==> src/rtl/frame_timing_gen.sv <==
// Raster timing generator: derives a Clk/2 pixel clock and steps the DrawX/DrawY
// counters on each advance cycle, decoding sync/blank and line/frame pulses.
module frame_timing_gen #(
    parameter int H_ACTIVE = 640,
    parameter int H_FP     = 16,
    parameter int H_SYNC   = 96,
    parameter int H_BP     = 48,
    parameter int V_ACTIVE = 480,
    parameter int V_FP     = 10,
    parameter int V_SYNC   = 2,
    parameter int V_BP     = 33
) (
    input  logic       Clk,
    input  logic       Reset,
    output logic       pixel_clk,
    output logic       hs,
    output logic       vs,
    output logic       blank,
    output logic [9:0] DrawX,
    output logic [9:0] DrawY,
    output logic       line_start,
    output logic       frame_start
);

    localparam int H_TOTAL = H_ACTIVE + H_FP + H_SYNC + H_BP;
    localparam int V_TOTAL = V_ACTIVE + V_FP + V_SYNC + V_BP;

    localparam logic [9:0] H_LAST     = 10'(H_TOTAL - 1);
    localparam logic [9:0] V_LAST     = 10'(V_TOTAL - 1);
    localparam logic [9:0] H_VIS      = 10'(H_ACTIVE);
    localparam logic [9:0] V_VIS      = 10'(V_ACTIVE);
    localparam logic [9:0] HS_START   = 10'(H_ACTIVE + H_FP);
    localparam logic [9:0] HS_END     = 10'(H_ACTIVE + H_FP + H_SYNC);
    localparam logic [9:0] VS_START   = 10'(V_ACTIVE + V_FP);
    localparam logic [9:0] VS_END     = 10'(V_ACTIVE + V_FP + V_SYNC);

    logic       pixel_clk_q, pixel_clk_d;
    logic [9:0] draw_x_q, draw_x_d;
    logic [9:0] draw_y_q, draw_y_d;
    logic       hs_q, hs_d;
    logic       vs_q, vs_d;
    logic       blank_q, blank_d;
    logic       line_start_q, line_start_d;
    logic       frame_start_q, frame_start_d;

    // Next-state: counters step and outputs re-decode only when pixel_clk is high
    always_comb begin
        pixel_clk_d   = ~pixel_clk_q;
        draw_x_d      = draw_x_q;
        draw_y_d      = draw_y_q;
        hs_d          = hs_q;
        vs_d          = vs_q;
        blank_d       = blank_q;
        line_start_d  = 1'b0;
        frame_start_d = 1'b0;
        if (pixel_clk_q) begin
            // >= rather than == so an out-of-range count still recovers on the next advance
            if (draw_x_q >= H_LAST) begin
                draw_x_d = 10'd0;
                if (draw_y_q >= V_LAST) begin
                    draw_y_d = 10'd0;
                end else begin
                    draw_y_d = draw_y_q + 10'd1;
                end
            end else begin
                draw_x_d = draw_x_q + 10'd1;
                draw_y_d = draw_y_q;
            end
            hs_d          = ~((draw_x_d >= HS_START) && (draw_x_d < HS_END));
            vs_d          = ~((draw_y_d >= VS_START) && (draw_y_d < VS_END));
            blank_d       = (draw_x_d < H_VIS) && (draw_y_d < V_VIS);
            line_start_d  = (draw_x_d == 10'd0);
            frame_start_d = (draw_x_d == 10'd0) && (draw_y_d == 10'd0);
        end else begin
            line_start_d  = 1'b0;
            frame_start_d = 1'b0;
        end
    end

    // State register with synchronous reset to the last raster position
    always_ff @(posedge Clk) begin
        if (Reset) begin
            pixel_clk_q   <= 1'b0;
            draw_x_q      <= H_LAST;
            draw_y_q      <= V_LAST;
            hs_q          <= 1'b1;
            vs_q          <= 1'b1;
            blank_q       <= 1'b0;
            line_start_q  <= 1'b0;
            frame_start_q <= 1'b0;
        end else begin
            pixel_clk_q   <= pixel_clk_d;
            draw_x_q      <= draw_x_d;
            draw_y_q      <= draw_y_d;
            hs_q          <= hs_d;
            vs_q          <= vs_d;
            blank_q       <= blank_d;
            line_start_q  <= line_start_d;
            frame_start_q <= frame_start_d;
        end
    end

    assign pixel_clk   = pixel_clk_q;
    assign DrawX       = draw_x_q;
    assign DrawY       = draw_y_q;
    assign hs          = hs_q;
    assign vs          = vs_q;
    assign blank       = blank_q;
    assign line_start  = line_start_q;
    assign frame_start = frame_start_q;

endmodule

==> config.mk <==
export PLATFORM = sky130hd
export DESIGN_NAME = frame_timing_gen
export DESIGN_NICKNAME = d
export VERILOG_FILES = /design/src/rtl/frame_timing_gen.sv
export SDC_FILE = /design/constraint.sdc
export NUM_CORES = 1
export LEC_CHECK = 0
export ABC_AREA = 1
export CAP_MARGIN = 20
export CORE_ASPECT_RATIO = 0.9
export CORE_UTILIZATION = 34
export CTS_BUF_LIST = sky130_fd_sc_hd__clkbuf_8
export DETAILED_ROUTE_END_ITERATION = 16
export PLACE_DENSITY_LB_ADDON = 0.05
export SYNTH_ARGS = -nofsm -noshare
export SYNTH_HDL_FRONTEND = slang
export SYNTH_SLANG_ARGS = --single-unit
==> constraint.sdc <==
create_clock -name Clk -period 3.4 [get_ports Clk]
set_input_delay 0.68 -clock Clk [delete_from_list [all_inputs] [get_ports Clk]]
set_output_delay 0.68 -clock Clk [all_outputs]
set_load 0.1 [all_outputs]
== Word level (Yosys, flattened, before mapping) ==
Cells that the tools add are included.

* Flip-flop bits (word level): 26
* Word-level logic and storage cells: 33

* Add/sub/neg operators: 2
* Magnitude comparators: 8
* Mux-type cells: 5
* Bitwise operators: 3
* Reduce and logical (&&, ||, !) cells: 7

{| class="wikitable"
|+ Operators by type and width
! operator !! number
|-
| $mux W10 || 5
|-
| $ge A10 B10 Y1 const B || 3
|-
| $add A10 B1 Y10 const B || 2
|-
| $logic_not A10 Y1 || 2
|-
| $lt A10 B10 Y1 const B || 2
|-
| $lt A10 B9 Y1 const B || 2
|-
| $ge A10 B9 Y1 const B || 1
|-
| $logic_and A1 B1 Y1 || 4
|-
| $not A1 Y1 || 3
|-
| $reduce_or A2 Y1 || 1
|}

== Depth between registers and ports, before layout ==
* Word-level depth: 7
* Mapped depth: 14

== Worst setup path before layout ==
OpenSTA, ideal clock, no wires.

* Path kind: register -> register
* Start point: register draw_x_q[0], in the netlist DrawX[0]
* End point: register vs_q, in the netlist vs
* Arrival: 2.453 ns
* Required time: 3.283 ns
* Setup slack: 0.831 ns
* Stages on the path, launching flop included: 14
* Period minus slack after synthesis: 2.569 ns
* Cell sequence: dfxtp_1 ha_1 nand2_2 nor2_4 nor2_1 nor2_2 buf_4 nand3_1 nand3_2 nand2_1 nor2_1 nand2_1 nor2_1 nor2_1

* Cells in the longest elaborated chain, start to end: 6
* Elaborated cells on any way between the ends: 7
* Those cells by class: order compare (3); mux (2); bitwise (1); reduce/logical (1)

{| class="wikitable"
|+ Ends and longest elaborated chain
! element !! RTL line !! source
|-
| start: declaration || 38 || <nowiki>logic [9:0] draw_x_q, draw_x_d;</nowiki>
|-
| start signal: assignment || 93 || <nowiki>draw_x_q <= draw_x_d;</nowiki>
|-
| $ge A10 B10 Y1 (*) || 58 || <nowiki>if (draw_x_q >= H_LAST) begin</nowiki>
|-
| $mux W10 (*) || 58 ||
|-
| $mux W10 (*) || 56 || <nowiki>if (pixel_clk_q) begin</nowiki>
|-
| $ge A10 B9 Y1 or $lt A10 B9 Y1 (tied branches) || 70 || <nowiki>vs_d = ~((draw_y_d >= VS_START) && (draw_y_d < VS_END));</nowiki>
|-
| $logic_and A1 B1 Y1 (*) || 70 ||
|-
| $not A1 Y1 (*) || 70 ||
|-
| end signal: assignment || 96 || <nowiki>vs_q <= vs_d;</nowiki>
|-
| end: declaration || 41 || <nowiki>logic vs_q, vs_d;</nowiki>
|}

Every way passes the cells marked *; elsewhere a longest branch is shown, timed or not. The select of a mux whose other input is x is not followed.
A chain may end at the register's enable or synchronous reset.

== Final worst setup path ==
* Start point: register blank_q, in the netlist blank
* End point: output blank

{| class="wikitable"
|+ RTL lines
! element !! RTL line !! source
|-
| start: declaration || 42 || <nowiki>logic blank_q, blank_d;</nowiki>
|-
| start signal: assignment || 97 || <nowiki>blank_q <= blank_d;</nowiki>
|-
| end: declaration || 18 || <nowiki>output logic blank,</nowiki>
|}

No word-level cell between the ends.

==> impl_metrics.toml <==
[setup_path]
crit_path_max_incr_delay_ns = 1.14
regToRegStartpoint = "DrawX[0]"
reg2reg_depth = 12
end_kind = "output port"
start_kind = "register"
path_class = "register to output port"
cp_num_buf_inv = 1
r2r_setup_slack_ns = 1.04
crit_family = "buffers and inverters"
required_ns = 2.72
arrival_ns = 1.76
r2r_end = "vs"
critical_path.max_fanout = 2
slowest_stage = "clkdlybuf4s50_1"
crit_chain = "clkdlybuf4s50_1"

[synthesis]
syn_nets = 254
synth.distinct_cells = 29
async_flop_share = 0
synth_most_common_cell = "nand2_1"
synthCells = 249
synth_area_leaders = "dfxtp_1 (32%), nand2_1 (16%), nand3_1 (7.5%)"
synth.avg_cell_area_um2 = 6.437
synth_top_area_frac = 0.3247
yosysWarningCount = 0
seq_area_frac_synth = 0.3247
synth_edf_count = 0
synth.largest_area_cell = "dfxtp_1"
ys_seq_elements = 26
syn_area_um2 = 1603
ys_top_cells_by_count = "nand2_1 (69), inv_1 (29), nor2_1 (29), dfxtp_1 (26), nand3_1 (24)"
synth_top_flop_cell = "dfxtp_1"

[sta]
setup_viol = 0
slew_violations = 0
rsz0062_at_grt = "no"
hold_viol = 0
setup_tns_ns = 0
timing.final.crit_period_ns = 2.438
max_freq_ghz = 0.4102
fin_crit_sh = 0.7169
slew_headroom = 0.3450
fin_skew_ns = 0.002018
worst_pin_slew_ns = 0.9795

[pwr]
leakage_nw = 0.8372
vdd_ir_drop_max_mv = 0.3276
power_density_nw_per_um2 = 618.8

[cells_and_area]
final_layout_size_suffix_gt1_frac = 0.1594
diodes = 0
area_growth_pct = 20.22
nNetsFinal = 282
design_area_um2 = 1927

[placed_design]
gp_congestion = 0.7789
portBuffers = 27
placed_area_um2 = 1872
dp_hpwl_mm = 3.199

[hold_path]
hp-start = "blank"
hold_path.class = "register to register"
hold_depth = 2
min_to = "blank"

[detailed_routing]
ant_nets = 0
drc_errors = 0
vias_per_cell = 4.849
wirelength_mm = 4.311
num_vias = 1639
routedWlPerCell_um = 12.75
drt_iter0_markers = 117
dr.pass1.iters = 4

[grt]
grt_overflow = 0
first_global_vias = 1482
grt_first_pass_wirelength_mm = 7.307
antenna_found_initial = 0
grt_start_max_net_pins = 19
grtUsageTotal = 0.1940

[cts]
cts.repair.resized = 0
cts_setup_buffers = 0
ctsRootBufferMaster = "clkbuf_8"
clk_pin_slew_ns = 0.09
h-tree-depth = 1
postCtsHoldBufs = 0
cts_sinks = 26
cts_tree = "built"
clk_latency_ns = 0.27
cts_buffers = 3
cts_max_path_buffers = 2

[die]
die_w_um = 74.38
start_util = 0.3570
core-area_um2 = 4489
die_y_um = 67.14
pin_count = 28
std_cell_rows = 23
dieArea_um2 = 4993

[status]
status = "finished clean"

[run]
cap_violations = 0
[sequential cells by signal (all words and copies together), names as in the netlist]
register,count
blank,1
DrawY,10
DrawX,10
line_start,1
hs,1
pixel_clk,1
vs,1
frame_start,1
[layout by cell type, fill, tap and decap left out, types with 3 or more instances in the layout]
master	instances
o21ai_1	3
clkdlybuf4s50_1	5
o22ai_1	9
nor2_1	29
nand3_1	24
nor3_1	7
inv_1	29
nor2_2	3
dfxtp_1	26
nand4_1	5
nand2_1	69
ha_1	3
a21oi_1	6
clkbuf_8	4
o21ai_0	9
buf_4	23
a22oi_1	3
nand3_2	4
[how the worst max path moves through the flow]
stage              from          end  cells past startpoint
2_1_floorplan  DrawX[0]           vs                     13
3_3_place_gp      Reset     DrawY[3]                      5
3_5_place_dp      Reset     DrawY[9]                      5
4_1_cts           blank        blank                      1
5_1_grt        DrawX[0]  frame_start                     11
6_report          blank        blank                      1
[per-stage QoR]
step	hold slack (ns)	std cells	power, mW	worst slack, ns	util
after CTS	0.4731	338	1.208	0.9514	0.4292
final	0.4730	338	1.192	0.9624	0.4292
after detailed placement	0.4540	334	0.9996	0.8051	0.4169
after global placement	0.4664	334	1.009	0.9156	0.4169
after global routing	0.5160	338	1.276	0.8213	0.4292
after floorplan	0.8177	249	0.8799	0.8306	-
[cell families (layout without fill, tap and decap cells)]
logic type | count (synthesis) | count (layout) | share of synthesized area
fa+ha+maj | 3 | 3 | 0.02342
buf+inv | 38 | 65 | 0.09680
compound gates | 31 | 31 | 0.1101
flops | 26 | 26 | 0.3247
xor+xnor | 1 | 1 | 0.005465
simple gates | 150 | 150 | 0.4395
[worst min-delay path, stage by stage (launching register included)]
cell and delay (ns):
dfxtp_1 0.32, nand2_1 0.06, nand2_1 0.05
[final cells by class]
type                       count  area (um^2)
inverter                      33        123.9
fill                         507         2562
sequential                    26        520.5
tap                           62        77.57
multi-input combinational    185        927.1
timing repair buffer          28        222.7
clock buffer                   4        55.05
[metal layers]
metal  wire, um  global-route usage  up-vias
met5          0                   0        -
met4         30             0.03538        0
met3        185             0.03731        2
met2       1741              0.2804       27
met1       2353              0.2965      742
li1           -                   -      868
[power by group]
part | internal, mW | total, mW | leakage, nW | switching (mW)
sequential | 0.331 | 0.370 | 0.212 | 0.0386
clock | 0.104 | 0.201 | 0.0288 | 0.0973
combinational | 0.151 | 0.622 | 0.596 | 0.471
total | 0.586 | 1.19 | 0.837 | 0.607
(Power assumes the default switching activity.)
